## src/rtl/reg_file_mp_pkg.sv

```systemverilog
// -----------------------------------------------------------------------------
// reg_file_mp_pkg
// Shared definitions for the multi-port register file:
//   BYTE_W  - width of one byte lane (write enable / parity granularity)
//   state_t - clear-sequencer state encoding (IDLE, CLEAR)
// Optional feature macro used by the including files: REG_FILE_MP_PARITY_EN
// -----------------------------------------------------------------------------
package reg_file_mp_pkg;

   localparam int BYTE_W = 8;

   typedef logic [0:0] state_t;

   localparam state_t IDLE  = 1'b0;
   localparam state_t CLEAR = 1'b1;

endpackage : reg_file_mp_pkg

```

## src/rtl/reg_file_mp_rdport.sv

```systemverilog
// -----------------------------------------------------------------------------
// reg_file_mp_rdport
// One registered read port of reg_file_mp. Merges a same-cycle write into the
// stored entry (write-first), returns 0 for out-of-range addresses and holds
// its data between accepted reads.
//
// Ports:
//   clk, rst            clock, asynchronous active-low reset
//   i_en, i_addr        read request and address
//   i_busy              clear sequence running; requests are dropped
//   i_entry             stored entry at i_addr (0 when out of range)
//   i_wr_fire, i_wr_*   accepted write of this cycle, used for bypass
//   o_oor               this cycle's accepted read is out of range
//   o_valid, o_data     one-cycle-latency read result
//   i_entry_par, o_perr stored parity / parity error (REG_FILE_MP_PARITY_EN)
// -----------------------------------------------------------------------------
module reg_file_mp_rdport
   import reg_file_mp_pkg::*;
#(
   parameter int WIDTH  = 8,
   parameter int DEPTH  = 16,
   parameter int ADDR_W = $clog2(DEPTH)
) (
   input  logic                     clk,
   input  logic                     rst,
   input  logic                     i_en,
   input  logic                     i_busy,
   input  logic [ADDR_W-1:0]        i_addr,
   input  logic [WIDTH-1:0]         i_entry,
   input  logic                     i_wr_fire,
   input  logic [ADDR_W-1:0]        i_wr_addr,
   input  logic [WIDTH-1:0]         i_wr_data,
   input  logic [WIDTH/BYTE_W-1:0]  i_wr_be,
`ifdef REG_FILE_MP_PARITY_EN
   input  logic [WIDTH/BYTE_W-1:0]  i_entry_par,
   output logic                     o_perr,
`endif
   output logic                     o_oor,
   output logic                     o_valid,
   output logic [WIDTH-1:0]         o_data
);

   localparam int               NB      = WIDTH / BYTE_W;
   localparam logic [ADDR_W:0]  DEPTH_V = (ADDR_W+1)'(DEPTH);

   logic             w_fire;
   logic             w_in_range;
   logic [NB-1:0]    w_byp;
   logic [WIDTH-1:0] w_merged;

   assign w_fire     = i_en & ~i_busy;
   assign w_in_range = ({1'b0, i_addr} < DEPTH_V);
   assign o_oor      = w_fire & ~w_in_range;

   // Byte lanes that take the in-flight write data instead of the stored entry.
   assign w_byp = {NB{i_wr_fire && (i_wr_addr == i_addr)}} & i_wr_be;

   // NOTE: every combinational output gets a default before any conditional
   // update, so no path leaves it unassigned and no latch is inferred.
   always_comb begin
      w_merged = i_entry;
      for (int b = 0; b < NB; b++) begin
         if (w_byp[b]) w_merged[b*BYTE_W +: BYTE_W] = i_wr_data[b*BYTE_W +: BYTE_W];
      end
   end

   // NOTE: clocked state is updated with non-blocking assignments only, so
   // every register samples pre-edge values regardless of block ordering.
   always_ff @(posedge clk or negedge rst) begin
      if (!rst) begin
         o_valid <= 1'b0;
         o_data  <= '0;
      end else begin
         o_valid <= w_fire;
         if (w_fire) o_data <= w_in_range ? w_merged : '0;
      end
   end

`ifdef REG_FILE_MP_PARITY_EN
   logic [NB-1:0] w_calc_par;

   always_comb begin
      w_calc_par = '0;
      for (int b = 0; b < NB; b++) w_calc_par[b] = ^i_entry[b*BYTE_W +: BYTE_W];
   end

   // Bypassed lanes come straight from wr_data and never report an error.
   always_ff @(posedge clk or negedge rst) begin
      if (!rst) begin
         o_perr <= 1'b0;
      end else if (w_fire) begin
         o_perr <= w_in_range & (|((i_entry_par ^ w_calc_par) & ~w_byp));
      end
   end
`endif

endmodule : reg_file_mp_rdport

```

## src/rtl/reg_file_mp.sv

```systemverilog
// -----------------------------------------------------------------------------
// reg_file_mp
// WIDTH x DEPTH register file with one byte-enabled write port, two
// independent registered read ports (write-first bypass), out-of-range
// detection and a sequential clear engine (one entry per cycle).
//
// Ports:
//   clk, rst                    clock, asynchronous active-low reset
//   wr_en/wr_addr/wr_data/wr_be write port with byte enables
//   rdN_en/rdN_addr             read requests, N = 0, 1
//   rdN_data/rdN_valid          read result, one cycle after the request
//   clr_req, busy               start clear / clear in progress
//   addr_err                    out-of-range access seen in the previous cycle
//   rdN_perr                    parity error (only with REG_FILE_MP_PARITY_EN)
//
// Optional feature macro: REG_FILE_MP_PARITY_EN (even parity per byte).
// -----------------------------------------------------------------------------
module reg_file_mp
   import reg_file_mp_pkg::*;
#(
   parameter int WIDTH  = 8,
   parameter int DEPTH  = 16,
   parameter int ADDR_W = $clog2(DEPTH)
) (
   input  logic                     clk,
   input  logic                     rst,
   input  logic                     wr_en,
   input  logic [ADDR_W-1:0]        wr_addr,
   input  logic [WIDTH-1:0]         wr_data,
   input  logic [WIDTH/BYTE_W-1:0]  wr_be,
   input  logic                     rd0_en,
   input  logic [ADDR_W-1:0]        rd0_addr,
   output logic [WIDTH-1:0]         rd0_data,
   output logic                     rd0_valid,
   input  logic                     rd1_en,
   input  logic [ADDR_W-1:0]        rd1_addr,
   output logic [WIDTH-1:0]         rd1_data,
   output logic                     rd1_valid,
   input  logic                     clr_req,
   output logic                     busy,
   output logic                     addr_err
`ifdef REG_FILE_MP_PARITY_EN
   ,
   output logic                     rd0_perr,
   output logic                     rd1_perr
`endif
);

   localparam int                NB       = WIDTH / BYTE_W;
   localparam logic [ADDR_W:0]   DEPTH_V  = (ADDR_W+1)'(DEPTH);
   localparam logic [ADDR_W-1:0] LAST_IDX = ADDR_W'(DEPTH - 1);

   state_t            r_state;
   logic [ADDR_W-1:0] r_clr_cnt;
   logic [WIDTH-1:0]  r_mem [DEPTH];
   logic              r_addr_err;

   logic              w_busy;
   logic              w_wr_in_range;
   logic              w_wr_fire;
   logic              w_wr_oor;
   logic              w_rd0_in_range;
   logic              w_rd1_in_range;
   logic [WIDTH-1:0]  w_rd0_entry;
   logic [WIDTH-1:0]  w_rd1_entry;
   logic              w_rd0_oor;
   logic              w_rd1_oor;

   assign w_busy         = (r_state == CLEAR);
   assign busy           = w_busy;
   assign addr_err       = r_addr_err;

   assign w_wr_in_range  = ({1'b0, wr_addr} < DEPTH_V);
   assign w_wr_fire      = wr_en & ~w_busy & w_wr_in_range;
   // Writes dropped because of busy are silent, so they never flag addr_err.
   assign w_wr_oor       = wr_en & ~w_busy & ~w_wr_in_range;

   // Guard the array index so out-of-range addresses never read past the end.
   assign w_rd0_in_range = ({1'b0, rd0_addr} < DEPTH_V);
   assign w_rd1_in_range = ({1'b0, rd1_addr} < DEPTH_V);
   assign w_rd0_entry    = w_rd0_in_range ? r_mem[rd0_addr] : '0;
   assign w_rd1_entry    = w_rd1_in_range ? r_mem[rd1_addr] : '0;

   // Clear sequencer: busy covers exactly DEPTH cycles, one entry per cycle.
   always_ff @(posedge clk or negedge rst) begin
      if (!rst) begin
         r_state   <= IDLE;
         r_clr_cnt <= '0;
      end else begin
         case (r_state)
            IDLE: begin
               if (clr_req) begin
                  r_state   <= CLEAR;
                  r_clr_cnt <= '0;
               end
            end
            CLEAR: begin
               if (r_clr_cnt == LAST_IDX) begin
                  r_state   <= IDLE;
                  r_clr_cnt <= '0;
               end else begin
                  r_clr_cnt <= r_clr_cnt + 1'b1;
               end
            end
            default: begin
               r_state   <= IDLE;
               r_clr_cnt <= '0;
            end
         endcase
      end
   end

   // NOTE: the storage array is reset on purpose; reset must leave every entry
   // at zero, which rules out a plain RAM macro for this block.
   always_ff @(posedge clk or negedge rst) begin
      if (!rst) begin
         for (int i = 0; i < DEPTH; i++) r_mem[i] <= '0;
      end else if (w_busy) begin
         r_mem[r_clr_cnt] <= '0;
      end else if (w_wr_fire) begin
         for (int b = 0; b < NB; b++) begin
            if (wr_be[b]) r_mem[wr_addr][b*BYTE_W +: BYTE_W] <= wr_data[b*BYTE_W +: BYTE_W];
         end
      end
   end

   always_ff @(posedge clk or negedge rst) begin
      if (!rst) r_addr_err <= 1'b0;
      else      r_addr_err <= w_wr_oor | w_rd0_oor | w_rd1_oor;
   end

`ifdef REG_FILE_MP_PARITY_EN
   logic [NB-1:0] r_par [DEPTH];
   logic [NB-1:0] w_wr_par;
   logic [NB-1:0] w_rd0_par;
   logic [NB-1:0] w_rd1_par;

   // Even parity: stored bit makes the byte plus parity carry an even 1-count.
   always_comb begin
      w_wr_par = '0;
      for (int b = 0; b < NB; b++) w_wr_par[b] = ^wr_data[b*BYTE_W +: BYTE_W];
   end

   assign w_rd0_par = w_rd0_in_range ? r_par[rd0_addr] : '0;
   assign w_rd1_par = w_rd1_in_range ? r_par[rd1_addr] : '0;

   always_ff @(posedge clk or negedge rst) begin
      if (!rst) begin
         for (int i = 0; i < DEPTH; i++) r_par[i] <= '0;
      end else if (w_busy) begin
         r_par[r_clr_cnt] <= '0;
      end else if (w_wr_fire) begin
         for (int b = 0; b < NB; b++) begin
            if (wr_be[b]) r_par[wr_addr][b] <= w_wr_par[b];
         end
      end
   end
`endif

   reg_file_mp_rdport #(
      .WIDTH  (WIDTH),
      .DEPTH  (DEPTH),
      .ADDR_W (ADDR_W)
   ) u_rd0 (
      .clk         (clk),
      .rst         (rst),
      .i_en        (rd0_en),
      .i_busy      (w_busy),
      .i_addr      (rd0_addr),
      .i_entry     (w_rd0_entry),
      .i_wr_fire   (w_wr_fire),
      .i_wr_addr   (wr_addr),
      .i_wr_data   (wr_data),
      .i_wr_be     (wr_be),
`ifdef REG_FILE_MP_PARITY_EN
      .i_entry_par (w_rd0_par),
      .o_perr      (rd0_perr),
`endif
      .o_oor       (w_rd0_oor),
      .o_valid     (rd0_valid),
      .o_data      (rd0_data)
   );

   reg_file_mp_rdport #(
      .WIDTH  (WIDTH),
      .DEPTH  (DEPTH),
      .ADDR_W (ADDR_W)
   ) u_rd1 (
      .clk         (clk),
      .rst         (rst),
      .i_en        (rd1_en),
      .i_busy      (w_busy),
      .i_addr      (rd1_addr),
      .i_entry     (w_rd1_entry),
      .i_wr_fire   (w_wr_fire),
      .i_wr_addr   (wr_addr),
      .i_wr_data   (wr_data),
      .i_wr_be     (wr_be),
`ifdef REG_FILE_MP_PARITY_EN
      .i_entry_par (w_rd1_par),
      .o_perr      (rd1_perr),
`endif
      .o_oor       (w_rd1_oor),
      .o_valid     (rd1_valid),
      .o_data      (rd1_data)
   );

endmodule : reg_file_mp
```

## config.mk

```make
export PLATFORM = sky130hd
export DESIGN_NAME = reg_file_mp
export DESIGN_NICKNAME = d
export VERILOG_FILES = /design/src/rtl/reg_file_mp_pkg.sv /design/src/rtl/reg_file_mp_rdport.sv /design/src/rtl/reg_file_mp.sv
export SDC_FILE = /design/constraint.sdc
export NUM_CORES = 1
export LEC_CHECK = 0
export ABC_CLOCK_PERIOD_IN_PS = 1800
export CORE_ASPECT_RATIO = 1.75
export CORE_MARGIN = 1.5
export CORE_UTILIZATION = 56
export CTS_BUF_LIST = sky130_fd_sc_hd__clkbuf_8
export DETAILED_ROUTE_END_ITERATION = 6
export PLACE_DENSITY_LB_ADDON = 0.2
export SETUP_SLACK_MARGIN = 0.4
export SLEW_MARGIN = 30
export SYNTH_ARGS = -nofsm -noshare
export SYNTH_HDL_FRONTEND = slang
export SYNTH_SLANG_ARGS = --single-unit
export TNS_END_PERCENT = 30
```

## constraint.sdc

```tcl
create_clock -name clk -period 1.8 [get_ports clk]
set_clock_uncertainty 0.2 [all_clocks]
set_input_delay 0.18 -clock clk [delete_from_list [all_inputs] [get_ports clk]]
set_output_delay 0.18 -clock clk [all_outputs]
set_load 0.005 [all_outputs]
```

-- Word level (Yosys, flattened, before mapping)
Index checks and enable logic that the tools add are counted.
- add/subtract/negate cells: 1
- $lt $le $gt $ge: 6
- equality and inequality tests: 4
- mux-type cells: 22
- bitwise operators: 12
- reductions and logical operators: 7
- operators with widths (cell ; number):
    2-to-1 mux 128 bit ; 3
    AND 128 bit ; 1
    bitwise mux 128 bit ; 1
    NOT 128 bit ; 1
    binary-select mux 8 bit (select 4 bit) ; 2
    demux 8 bit (select 4 bit) ; 2
    2-to-1 mux 8 bit ; 8
    >= comparator 5 bit (second input constant) ; 4
    NOT 4 -> 5 bit ; 4
    < comparator 5 x 1 -> 1 bit (second input constant) ; 2
    == test 4 bit ; 2
    2-to-1 mux 4 bit ; 2
    one-hot mux 4 bit (2 select lines) ; 1
    AND 1 bit ; 5
    adder 4 x 1 -> 4 bit (second input constant) ; 1
    == test 4 bit (second input constant) ; 1
    logical AND 1 bit ; 4
    nonzero test 2 bit ; 2
    2-to-1 mux 1 bit ; 2
    != test 2 bit (second input constant) ; 1
    one-hot mux 1 bit (2 select lines) ; 1
    AND reduction 2 bit ; 1
    NOT 1 bit ; 1
- register bits: 151
- input bits: 27
- output and inout bits: 20
- word-level logic and storage cells: 74

-- Longest topological paths before layout
Gate-level depths: netlist (run 1).
- word-level depth: 9
- gate-level depth with buffers: 6
- mapped depth without buffers: 5

-- Modules after synthesis
From an unflattened synthesis (run 1), not the netlist that was laid out.
- cell total of the unflattened synthesis: 830
- area total of the unflattened synthesis: 8466.9 sq um
- by module, submodules not included (module ; times used ; cells an instance ; area an instance (sq um) ; sequential area each (sq um)):
    reg_file_mp ; 1 ; 710 ; 7318.3 ; 3353.2
    reg_file_mp_rdport ; 2 ; 60 ; 574.3 ; 225.2

-- Worst setup path after synthesis (run 1)
OpenSTA, ideal clock, no wires.
- path type: reg2reg
- start: reg r_state, in the netlist busy
- end: reg r_mem[120] (netlist name)
- setup time: 121 ps
- arrival: 1595 ps
- required time: 1479 ps
- path slack: -116 ps
- stages on the path, launching flop included: 7
- buffers on the path: 2
- period minus slack after synthesis: 1916 ps
- cells stage by stage: dfrtp_1 buf_2 nand4bb_1 buf_4 nor4_4 a21oi_1 a22o_1
- cells in the longest elaborated chain, start to end: 4
- elaborated cells on any way between the ends: 6
- those cells by class: mux (1); bitwise (2); reduce/logical (3)
- ends and longest elaborated chain (what ; line ; RTL):
    start: declaration ; reg_file_mp.sv:53 ; state_t r_state;
    start signal: assignment ; reg_file_mp.sv:87 ; r_state <= IDLE;
    start signal: assignment ; reg_file_mp.sv:93 ; r_state <= CLEAR;
    start signal: assignment ; reg_file_mp.sv:99 ; r_state <= IDLE;
    NOT 1 bit ; reg_file_mp.sv:74 ; assign w_wr_fire = wr_en & ~w_busy & w_wr_in_range;
    AND 1 bit ; n/a ;
    nonzero test 2 bit (no line) ; n/a ;
    AND reduction 2 bit (no line) ; n/a ;
    end signal: indexed assignment ; reg_file_mp.sv:122 ; if (wr_be[b]) r_mem[wr_addr][b*BYTE_W +: BYTE_W] <= wr_data[b*BYTE_W +: BYTE_W];
    end: declaration ; reg_file_mp.sv:55 ; logic [WIDTH-1:0] r_mem [DEPTH];
Parallel ways exist; a longest one is shown, timed or not.
A chain may end at the register's enable or synchronous reset.

-- Final worst setup path (run 1)
- start: reg r_mem[35] (netlist name)
- end: reg u_rd1.o_data[3]
- cells in the longest elaborated chain, start to end: 4
- ends and longest elaborated chain (what ; line ; RTL):
    binary-select mux 8 bit (select 4 bit) ; reg_file_mp.sv:82 ; assign w_rd1_entry = w_rd1_in_range ? r_mem[rd1_addr] : '0;
    2-to-1 mux 8 bit (not written as such) (2 in series) ; reg_file_mp.sv:82 ;
    2-to-1 mux 8 bit ; reg_file_mp_rdport.sv:63 ; if (w_byp[b]) w_merged[b*BYTE_W +: BYTE_W] = i_wr_data[b*BYTE_W +: BYTE_W];
    end signal: assignment ; reg_file_mp_rdport.sv:75 ; if (w_fire) o_data <= w_in_range ? w_merged : '0;
    end: declaration ; reg_file_mp_rdport.sv:40 ; output logic [WIDTH-1:0] o_data
No other way between the ends. The select of a mux whose other input is x is not followed.

==> results.cfg, run 1 <==
[setup_path]
worst_path_max_delay_cell = mux4_2
arrival_ns = 2.05
reg2reg_slack_ns = -0.1
regToRegStartpoint = r_mem[35]
critPathMaxStageDelay_ns = 0.52
cp_top_family = compound AO/OA/AOI/OAI gates
worstPathCellList = mux4_2 > a22oi_2 > nand2_1 > a221o_1
reg2regPathDepth = 4
crit_type = reg2reg
crit_required_ns = 1.95
path_max_fanout = 2
r2r-end = u_rd1.o_data[3]
start_kind = flip-flop
path_buf_inv = 0
timing.critical_path.to_type = flip-flop

[yosys]
async_flop_share = 1.000
synth-seq-cells = 151
synth_top_area_share = 0.4692
syn_nets = 607
synth_edf_count = 0
ys_top_cells_by_area = dfrtp_1, a22o_1, mux4_2
syn_area_um2 = 8053
ys.flop_type = dfrtp_1
syn_area_per_cell_um2 = 13.98
seq_area_frac_synth = 0.4692
synth_area_leader_cell = dfrtp_1
synth.distinct_cells = 44
yosysWarnings = 0
syn_inst = 576

[detailed_routing]
via_count = 6776
routedWlPerCell_um = 27.62
drt_iter0_drc = 691
via_per_inst = 7.066
first_pass_iters = 5
wl_um = 26490
antenna_left = 0
drc = 0

[timing]
slew-limit-headroom = 0.5767
slew_violations = 0
setup_violations = 22
finalWorstSetupSlack_ns = -0.09917
min_period_over_period = 1.055
finalHoldViolCount = 0
fmax_mhz = 526.5
rsz0062_at_grt = true
fin_crit_ns = 1.899
fin_hold_ws_ns = 0.01382
tightest_slew_ns = 0.6321

[cells_and_area]
final_common_cell = dfrtp_1
num-nets-final = 800
layout-drive-gt1-share = 0.4552
fillerInstances = 905
layout_common_cells = dfrtp_1, a22o_1, buf_4, mux4_2, buf_6
fin_area_um2 = 10590
n_antenna_cell = 0
area_growth_pct = 31.51

[run]
maxCapViolCount = 0

[clock_tree]
ctsRootBufferMaster = clkbuf_8
clk_pin_slew_worst_paths_ns = 0.10
worst_skew_pair.late_latency_ns = 0.47
cts_buffers = 17
cts_tree = done
clock_sinks = 151
clock_path_buffers = 2
htreeDepth = 4

[pwr]
p_total_w = 0.009576
peakVddDrop_mv = 0.8822
p_leak_nw = 4.980
power-per-cell-area_nw_per_um2 = 904.3

[floorplanning]
dieArea_um2 = 15140
initial_utilization = 0.5761
die_x_um = 93.65
rows = 57
pin_count = 47
die_y_um = 161.6
coreArea_um2 = 13980

[placed_design]
place_hpwl_um = 18290
place.gp.congestion = 0.9142
io_buffers = 45
placed_area_um2 = 9851

[global_route]
gr-usage-all-layers = 0.3680
overflow = 0
grt_max_degree = 49
first_global_vias = 7133
antenna_found_initial = 0
grt_pass1_wl_um = 40600

[outcome]
status = complete, but fails checks
failed_checks = setup timing

[hold_path]
worstHoldPathType = in2async
-- flip-flops by register name (all words and copies together) (netlist names) --
register and cells:
r_clr_cnt 4, r_mem 128, u_rd1.o_valid 1, busy 1, u_rd0.o_valid 1, u_rd1.o_data 8, u_rd0.o_data 8
-- worst reg2reg max path, cell delays in order (launching register included) --
cell     delay [ns]
dfrtp_1        0.40
mux4_2         0.52
a22oi_2        0.27
nand2_1        0.10
a221o_1        0.29
-- timing repair --
| action | 4_1_cts | 5_1_grt |
|---|---|---|
| hold endpoints to repair | 151 | 0 |
| pin swaps | 51 | 55 |
| resized for setup | 131 | 27 |
| endpoints found under the setup margin | 166 | 157 |
| cloned | 0 | 0 |
| setup buffers | 14 | 6 |
| hold buffers | 1 | 0 |
-- report_power, final --
part / total [W] / leakage [nW] / switching (W) / internal [W]
Clock: 0.00262 / 0.192 / 0.00145 / 0.00117
Combinational: 0.00297 / 2.70 / 0.00151 / 0.00146
Sequential: 0.00399 / 2.09 / 0.000280 / 0.00371
-- metal layers --
metal  share of wire  vias to the layer above  GRT usage  wire length, um
met4           0.072                        0     0.2286             1910
met2            0.51                      484     0.6084            13420
met3           0.079                      139    0.08004             2101
met1            0.34                     3440     0.4308             9052
li1                -                     2713          -                -
met5               0                        -          0                0
-- through the flow --
step	setup WS [ns]	setup TNS, ns	util	std cells
final	-0.09917	-0.6599	0.7576	959
after global routing	-0.1203	-3.888	0.7576	959
after CTS	-0.06797	-0.3320	0.7484	953
after detailed placement	-0.6622	-42.22	0.7047	906
after global placement	-0.5881	-40.23	0.7047	906
after floorplan	-0.1079	-4.549	-	576
-- cell families (layout without fill, tap and decap cells) --
kind of cell / count (synthesis) / count (layout) / share of synthesized area
other cells: 1 / 1 / 0.0004657
flops: 151 / 151 / 0.4692
compound gates: 202 / 202 / 0.2118
xor+xnor: 9 / 9 / 0.009789
fa+ha+maj: 4 / 4 / 0.006215
buf+inv: 65 / 271 / 0.04506
mux: 64 / 64 / 0.1837
simple gates: 80 / 80 / 0.07380
-- final cells by class --
type	instances	area, um^2	area share
Multi-Input combinational cell	360	4088	0.3860
Sequential cell	151	3782	0.3572
Inverter	14	55.05	0.005198
Tap cell	177	221.5	0.02091
Clock buffer	18	247.7	0.02339
Clock inverter	14	140.1	0.01323
Timing Repair Buffer	225	2056	0.1941
-- worst max path at each step --
stage / start / end / slack (ns) / cells after the start
2_1_floorplan: busy / r_mem[120] / -0.11 / 6
3_3_place_gp: rd1_addr[3] / u_rd1.o_data[3] / -0.59 / 7
3_5_place_dp: rd1_addr[3] / u_rd1.o_data[3] / -0.66 / 7
4_1_cts: r_mem[51] / u_rd1.o_data[3] / -0.07 / 4
5_1_grt: busy / r_mem[38] / -0.12 / 6
6_report: r_mem[35] / u_rd1.o_data[3] / -0.1 / 4
-- synth_stat cells (9+ instances only) --
library cell	count
a21oi_1	11
a22o_1	144
a22oi_1	16
and2_1	10
buf_4	9
clkbuf_1	18
dfrtp_1	151
inv_1	12
mux4_1	10
mux4_2	54
nand2_1	20
nor2_1	14
nor3_4	9
xor2_1	9
Note: power is estimated with default switching activity, not from simulation.
==> inputs of run 2 (changes only) <==
--- a/config.mk
+++ b/config.mk
@@ -5,15 +5,16 @@
 export SDC_FILE = /design/constraint.sdc
 export NUM_CORES = 1
 export LEC_CHECK = 0
-export ABC_CLOCK_PERIOD_IN_PS = 1800
+export ABC_AREA = 0
+export ABC_CLOCK_PERIOD_IN_PS = 1900
 export CORE_ASPECT_RATIO = 1.75
 export CORE_MARGIN = 1.5
-export CORE_UTILIZATION = 56
+export CORE_UTILIZATION = 60
 export CTS_BUF_LIST = sky130_fd_sc_hd__clkbuf_8
 export DETAILED_ROUTE_END_ITERATION = 6
 export PLACE_DENSITY_LB_ADDON = 0.2
 export SETUP_SLACK_MARGIN = 0.4
-export SLEW_MARGIN = 30
+export SLEW_MARGIN = 20
 export SYNTH_ARGS = -nofsm -noshare
 export SYNTH_HDL_FRONTEND = slang
 export SYNTH_SLANG_ARGS = --single-unit
==> constraint.sdc (replaced) <==
create_clock -name clk -period 1.9 [get_ports clk]
set_clock_uncertainty 0.2 [all_clocks]
set_input_delay 0.19 -clock clk [delete_from_list [all_inputs] [get_ports clk]]
set_output_delay 0.19 -clock clk [all_outputs]
set_load 0.005 [all_outputs]
==> run 2 against run 1 <==
  * The flow still finishes with violations (setup timing)
  * Largest cell class unchanged
  * Cell area shrank 1.1%
  * Hold slack gained 0.018 ns
  * Maximum frequency decreased by 3.1%
  * Register-to-register slack improved by 0.04 ns
  * Clock power shrank 6%
  * Routed wire length shrank 0.45%
  * Largest power group unchanged
==> results.cfg, run 2 (synthesis gave the netlist of run 1 again) <==
[outcome]
status = complete, but fails checks
failed_checks = setup timing

[cells_and_area]
largest_reg_flops = 128
n_antenna_cell = 0
regMostFlops = r_mem
layout_common_cells = dfrtp_1, a22o_1, buf_4, mux4_2, buf_6
num-nets-final = 763
reg_top3 = r_mem x128, u_rd0.o_data x8, u_rd1.o_data x8
layout-drive-gt1-share = 0.4201
final_common_cell = dfrtp_1
area_growth_pct = 30.05
fillerInstances = 709

[timing]
fmax_mhz = 510.2
tightest_slew_ns = 0.7480
finalHoldViolCount = 0
finalWorstSetupSlack_ns = -0.06017
min_period_over_period = 1.032
setup_violations = 5
slew_violations = 0
fin_crit_ns = 1.960
slew-limit-headroom = 0.4995
rsz0062_at_grt = true
fin_hold_ws_ns = 0.03206

[setup_path]
crit_type = reg2reg
arrival_ns = 2.10
crit_required_ns = 2.04
timing.critical_path.to_type = flip-flop
reg2regPathDepth = 5
path_max_fanout = 2
start_kind = flip-flop

[placed_design]
place.gp.congestion = 0.9316
io_buffers = 45
place_hpwl_um = 17440

[pwr]
power-per-cell-area_nw_per_um2 = 863.6
p_leak_nw = 4.831
peakVddDrop_mv = 0.7319
p_total_w = 0.009044

[clock_tree]
htreeDepth = 4
worst_skew_pair.late_latency_ns = 0.46
ctsRootBufferMaster = clkbuf_8
clock_path_buffers = 2
clock_sinks = 151
cts_tree = done
clk_pin_slew_worst_paths_ns = 0.09
cts_buffers = 17

[floorplanning]
initial_utilization = 0.6191
die_x_um = 90.58
pin_count = 47
die_y_um = 156.3
rows = 55
coreArea_um2 = 13010
dieArea_um2 = 14150

[global_route]
grt_pass1_wl_um = 39420
gr-usage-all-layers = 0.3740
antenna_found_initial = 0
overflow = 0
first_global_vias = 6974
grt_max_degree = 45

[detailed_routing]
routedWlPerCell_um = 28.79
drt_iter0_drc = 818
drc = 0
antenna_left = 0
via_per_inst = 7.383
wl_um = 26370
first_pass_iters = 7
via_count = 6763

[run]
maxCapViolCount = 0

[hold_path]
worstHoldPathType = in2async
==> run 2: cell type report <==
class | instances | area [um^2] | area share
clock buffer | 17 | 234.0 | 0.02234
tap | 171 | 214.0 | 0.02043
clock inverter | 15 | 150.1 | 0.01434
inverter | 14 | 55.05 | 0.005257
timing repair buffer | 188 | 1826 | 0.1743
multi-input combinational | 360 | 4213 | 0.4023
sequential | 151 | 3781 | 0.3611
==> run 2: path summary, 6_finish.rpt <==
kind | from | slack [ns] | end
min in group clk | rd0_en | 0.20 | u_rd0.o_valid
worst max register to register | r_mem[85] | -0.06 | u_rd1.o_data[5]
max in group asynchronous | rst | 0.80 | r_mem[27]
worst max-delay path | r_mem[85] | -0.06 | u_rd1.o_data[5]
worst min-delay path | rst | 0.03 | r_mem[51]
worst min register to register | u_rd0.o_data[4] | 0.30 | u_rd0.o_data[4]
==> run 2: critical path: stages (launching register included) <==
cell     delay (ns)
dfrtp_1        0.41
mux4_2         0.49
a22oi_2        0.25
buf_4          0.16
nand2_2        0.04
a221o_1        0.29
==> run 2: through the flow <==
step	area (um^2)	std cells	util	setup WS (ns)	TNS [ns]
5_1_grt	10470	916	0.8052	-0.04496	-0.3363
3_5_place_dp	9518	865	0.7318	-0.4804	-27.46
2_1_floorplan	8078	576	-	-0.007886	-0.06309
3_3_place_gp	9518	865	0.7318	-0.4562	-21.52
6_report	10470	916	0.8052	-0.06017	-0.1509
4_1_cts	10220	912	0.7860	-0.02143	-0.06708
==> run 2: report_power, final <==
part | total [W] | leakage [nW] | internal (W) | switching [W]
registers | 0.00381 | 2.09 | 0.00351 | 0.000301
logic | 0.00276 | 2.55 | 0.00133 | 0.00143
clock network | 0.00247 | 0.195 | 0.00117 | 0.00130
total | 0.00904 | 4.83 | 0.00601 | 0.00303
==> run 2: repair_timing <==
item	4_1_cts	5_1_grt
setup buffers	14	4
pin swaps	130	155
hold buffers	1	0
hold endpoints to repair	151	0
setup endpoints to repair	164	159
gates resized for setup	81	61
==> run 2: routing by layer <==
| metal | routed length, um | track usage | up-vias | part of all wire |
|---|---|---|---|---|
| li1 | - | - | 2642 | - |
| met2 | 13290 | 0.6169 | 587 | 0.50 |
| met5 | 0 | 0 | - | 0 |
| met3 | 2597 | 0.08309 | 136 | 0.098 |
| met4 | 1752 | 0.2298 | 0 | 0.066 |
| met1 | 8727 | 0.4467 | 3398 | 0.33 |
==> inputs of run 3 (changes only) <==
--- a/config.mk
+++ b/config.mk
@@ -6,9 +6,9 @@
 export NUM_CORES = 1
 export LEC_CHECK = 0
 export ABC_AREA = 0
-export ABC_CLOCK_PERIOD_IN_PS = 1900
+export ABC_CLOCK_PERIOD_IN_PS = 2050
 export CORE_ASPECT_RATIO = 1.75
-export CORE_MARGIN = 1.5
+export CORE_MARGIN = 4
 export CORE_UTILIZATION = 60
 export CTS_BUF_LIST = sky130_fd_sc_hd__clkbuf_8
 export DETAILED_ROUTE_END_ITERATION = 6
==> constraint.sdc (replaced) <==
create_clock -name clk -period 2.05 [get_ports clk]
set_clock_uncertainty 0.2 [all_clocks]
set_input_delay 0.205 -clock clk [delete_from_list [all_inputs] [get_ports clk]]
set_output_delay 0.205 -clock clk [all_outputs]
set_load 0.005 [all_outputs]
==> run 3 against run 2 <==
  * The flow now finishes without violations
  * Flip-flop and latch count unchanged
  * Non-clock buffer count down 41
  * Maximum frequency up 3.1%
  * Utilization down 5.5 points
==> results.cfg, run 3 (synthesis gave the netlist of run 1 again) <==
[outcome]
status = finished, final reports clean

[floorplanning]
die_x_um = 95.58
coreArea_um2 = 13080
initial_utilization = 0.6159
pin_count = 47
dieArea_um2 = 15410
rows = 55
die_y_um = 161.3

[pwr]
power-per-cell-area_nw_per_um2 = 797.0
p_leak_nw = 4.451
peakVddDrop_mv = 0.7074

[detailed_routing]
drc = 0
wl_um = 24800
via_per_inst = 7.197
routedWlPerCell_um = 28.34
drt_iter0_drc = 639
first_pass_iters = 5
via_count = 6297
antenna_left = 0

[global_route]
first_global_vias = 6681
overflow = 0
grt_busiest_layer = met2
gr-usage-met2 = 0.5588
grt_use_met3 = 0.07130
gr-usage-all-layers = 0.3423
met1_usage = 0.4255
antenna_found_initial = 0
grt_max_degree = 50
grt_pass1_wl_um = 38970

[hold_path]
worstHoldPathType = in2async

[placed_design]
place.gp.congestion = 0.9604
place_hpwl_um = 17820
io_buffers = 45

[timing]
fin_hold_ws_ns = 0.07393
slew-limit-headroom = 0.3716
rsz0062_at_grt = true
finalHoldViolCount = 0
fin_crit_ns = 1.902
tightest_slew_ns = 0.9406
slew_violations = 0
setup_violations = 0
fmax_mhz = 525.7
min_period_over_period = 0.9279

[setup_path]
crit_required_ns = 2.17
start_kind = flip-flop
path_max_fanout = 8
timing.critical_path.to_type = flip-flop
critPathMaxStageDelay_ns = 0.43
arrival_ns = 2.02
worst_path_max_delay_cell = dfrtp_1
reg2reg_slack_ns = 0.15
crit_type = reg2reg
worstPathCellList = buf_6 > nand4b_1 > buf_12 > nor4_4 > a21oi_2 > a22o_1

[clock_tree]
worst_skew_pair.late_latency_ns = 0.44
clk_pin_slew_worst_paths_ns = 0.09
cts_buffers = 17
clock_path_buffers = 2
clock_sinks = 151
cts_tree = done
htreeDepth = 4
ctsRootBufferMaster = clkbuf_8

[cells_and_area]
layout-drive-gt1-share = 0.3395
area_growth_pct = 21.83
n_antenna_cell = 0
reg_top3 = r_mem x128, u_rd0.o_data x8, u_rd1.o_data x8
largest_reg_flops = 128
num-nets-final = 722
regMostFlops = r_mem
layout_common_cells = dfrtp_1, a22o_1, buf_4, mux4_2, clkdlybuf4s50_1
fin_util = 0.7503
final_common_cell = dfrtp_1

[run]
maxCapViolCount = 0
-- run 3: changes by cell type in the layout (fill, tap and decap cells not counted), moves of 5 or more --
cell	before	now
a21oi_4	6	0
nor2_1	8	13
buf_4	97	78
clkdlybuf4s50_1	21	41
clkdlybuf4s15_1	16	0
buf_6	31	10
-- run 3: cell type report --
type,count,area [um^2]
well taps,171,214.0
inverters,14,55.05
clock inverters,15,128.9
clock buffers,17,234.0
multi-input cells,360,3970
fillers,849,3264
flip-flops and latches,151,3779
repair buffers,147,1430
-- run 3: what timing repair did --
item	4_1_cts	5_1_grt
gates resized for setup	28	7
pin swaps	11	2
hold buffers	1	0
gates cloned	1	0
buffers inserted	10	3
setup endpoints to repair	163	164
hold endpoints to repair	151	0
-- run 3: final timing paths --
| path | start | end | cells past startpoint |
|---|---|---|---|
| worst min register to register | u_rd0.o_data[1] | u_rd0.o_data[1] | 2 |
| worst max-delay path | busy | r_mem[27] | 6 |
| worst max register to register | busy | r_mem[27] | 6 |
| min in group clk | rd1_en | u_rd1.o_valid | 3 |
| worst min-delay path | rst | u_rd0.o_data[5] | 2 |
| max in group asynchronous | rst | r_clr_cnt[3] | 3 |
-- run 3: stage by stage --
stage | power (W) | std cells | instance area [um^2] | TNS [ns] | setup slack, ns
after CTS | 0.007798 | 872 | 9762 | 0 | 0.1452
after global placement | 0.005500 | 828 | 9228 | -10.67 | -0.3231
after detailed placement | 0.005583 | 828 | 9228 | -14.24 | -0.3202
after global routing | 0.008143 | 875 | 9811 | 0 | 0.07950
final | 0.007819 | 875 | 9811 | 0 | 0.1479
after floorplan | 0.004628 | 576 | 8078 | 0 | 0.1421
-- run 3: power breakdown --
| part | internal (W) | total [W] | switching [W] | leakage (nW) |
|---|---|---|---|---|
| Sequential | 0.00325 | 0.00350 | 0.000250 | 2.09 |
| Combinational | 0.00103 | 0.00216 | 0.00114 | 2.17 |
| Clock | 0.000964 | 0.00215 | 0.00119 | 0.190 |
| Total | 0.00524 | 0.00782 | 0.00258 | 4.45 |
-- run 3: routing by layer --
| layer | up-vias | share of wire | wire (um) |
|---|---|---|---|
| met5 | - | 0 | 0 |
| met4 | 0 | 0.064 | 1590 |
| met3 | 98 | 0.087 | 2150 |
| met2 | 464 | 0.51 | 12550 |
| met1 | 3180 | 0.34 | 8505 |
| li1 | 2555 | - | - |
-- run 3: worst max-delay path: cells and delay by family, from the launching register on --
family,cells,cell delay [ns]
AO/OA/AOI/OAI,2,0.39
buffers and inverters,2,0.35
flip-flops,1,0.43
AND/OR/NAND/NOR,2,0.42
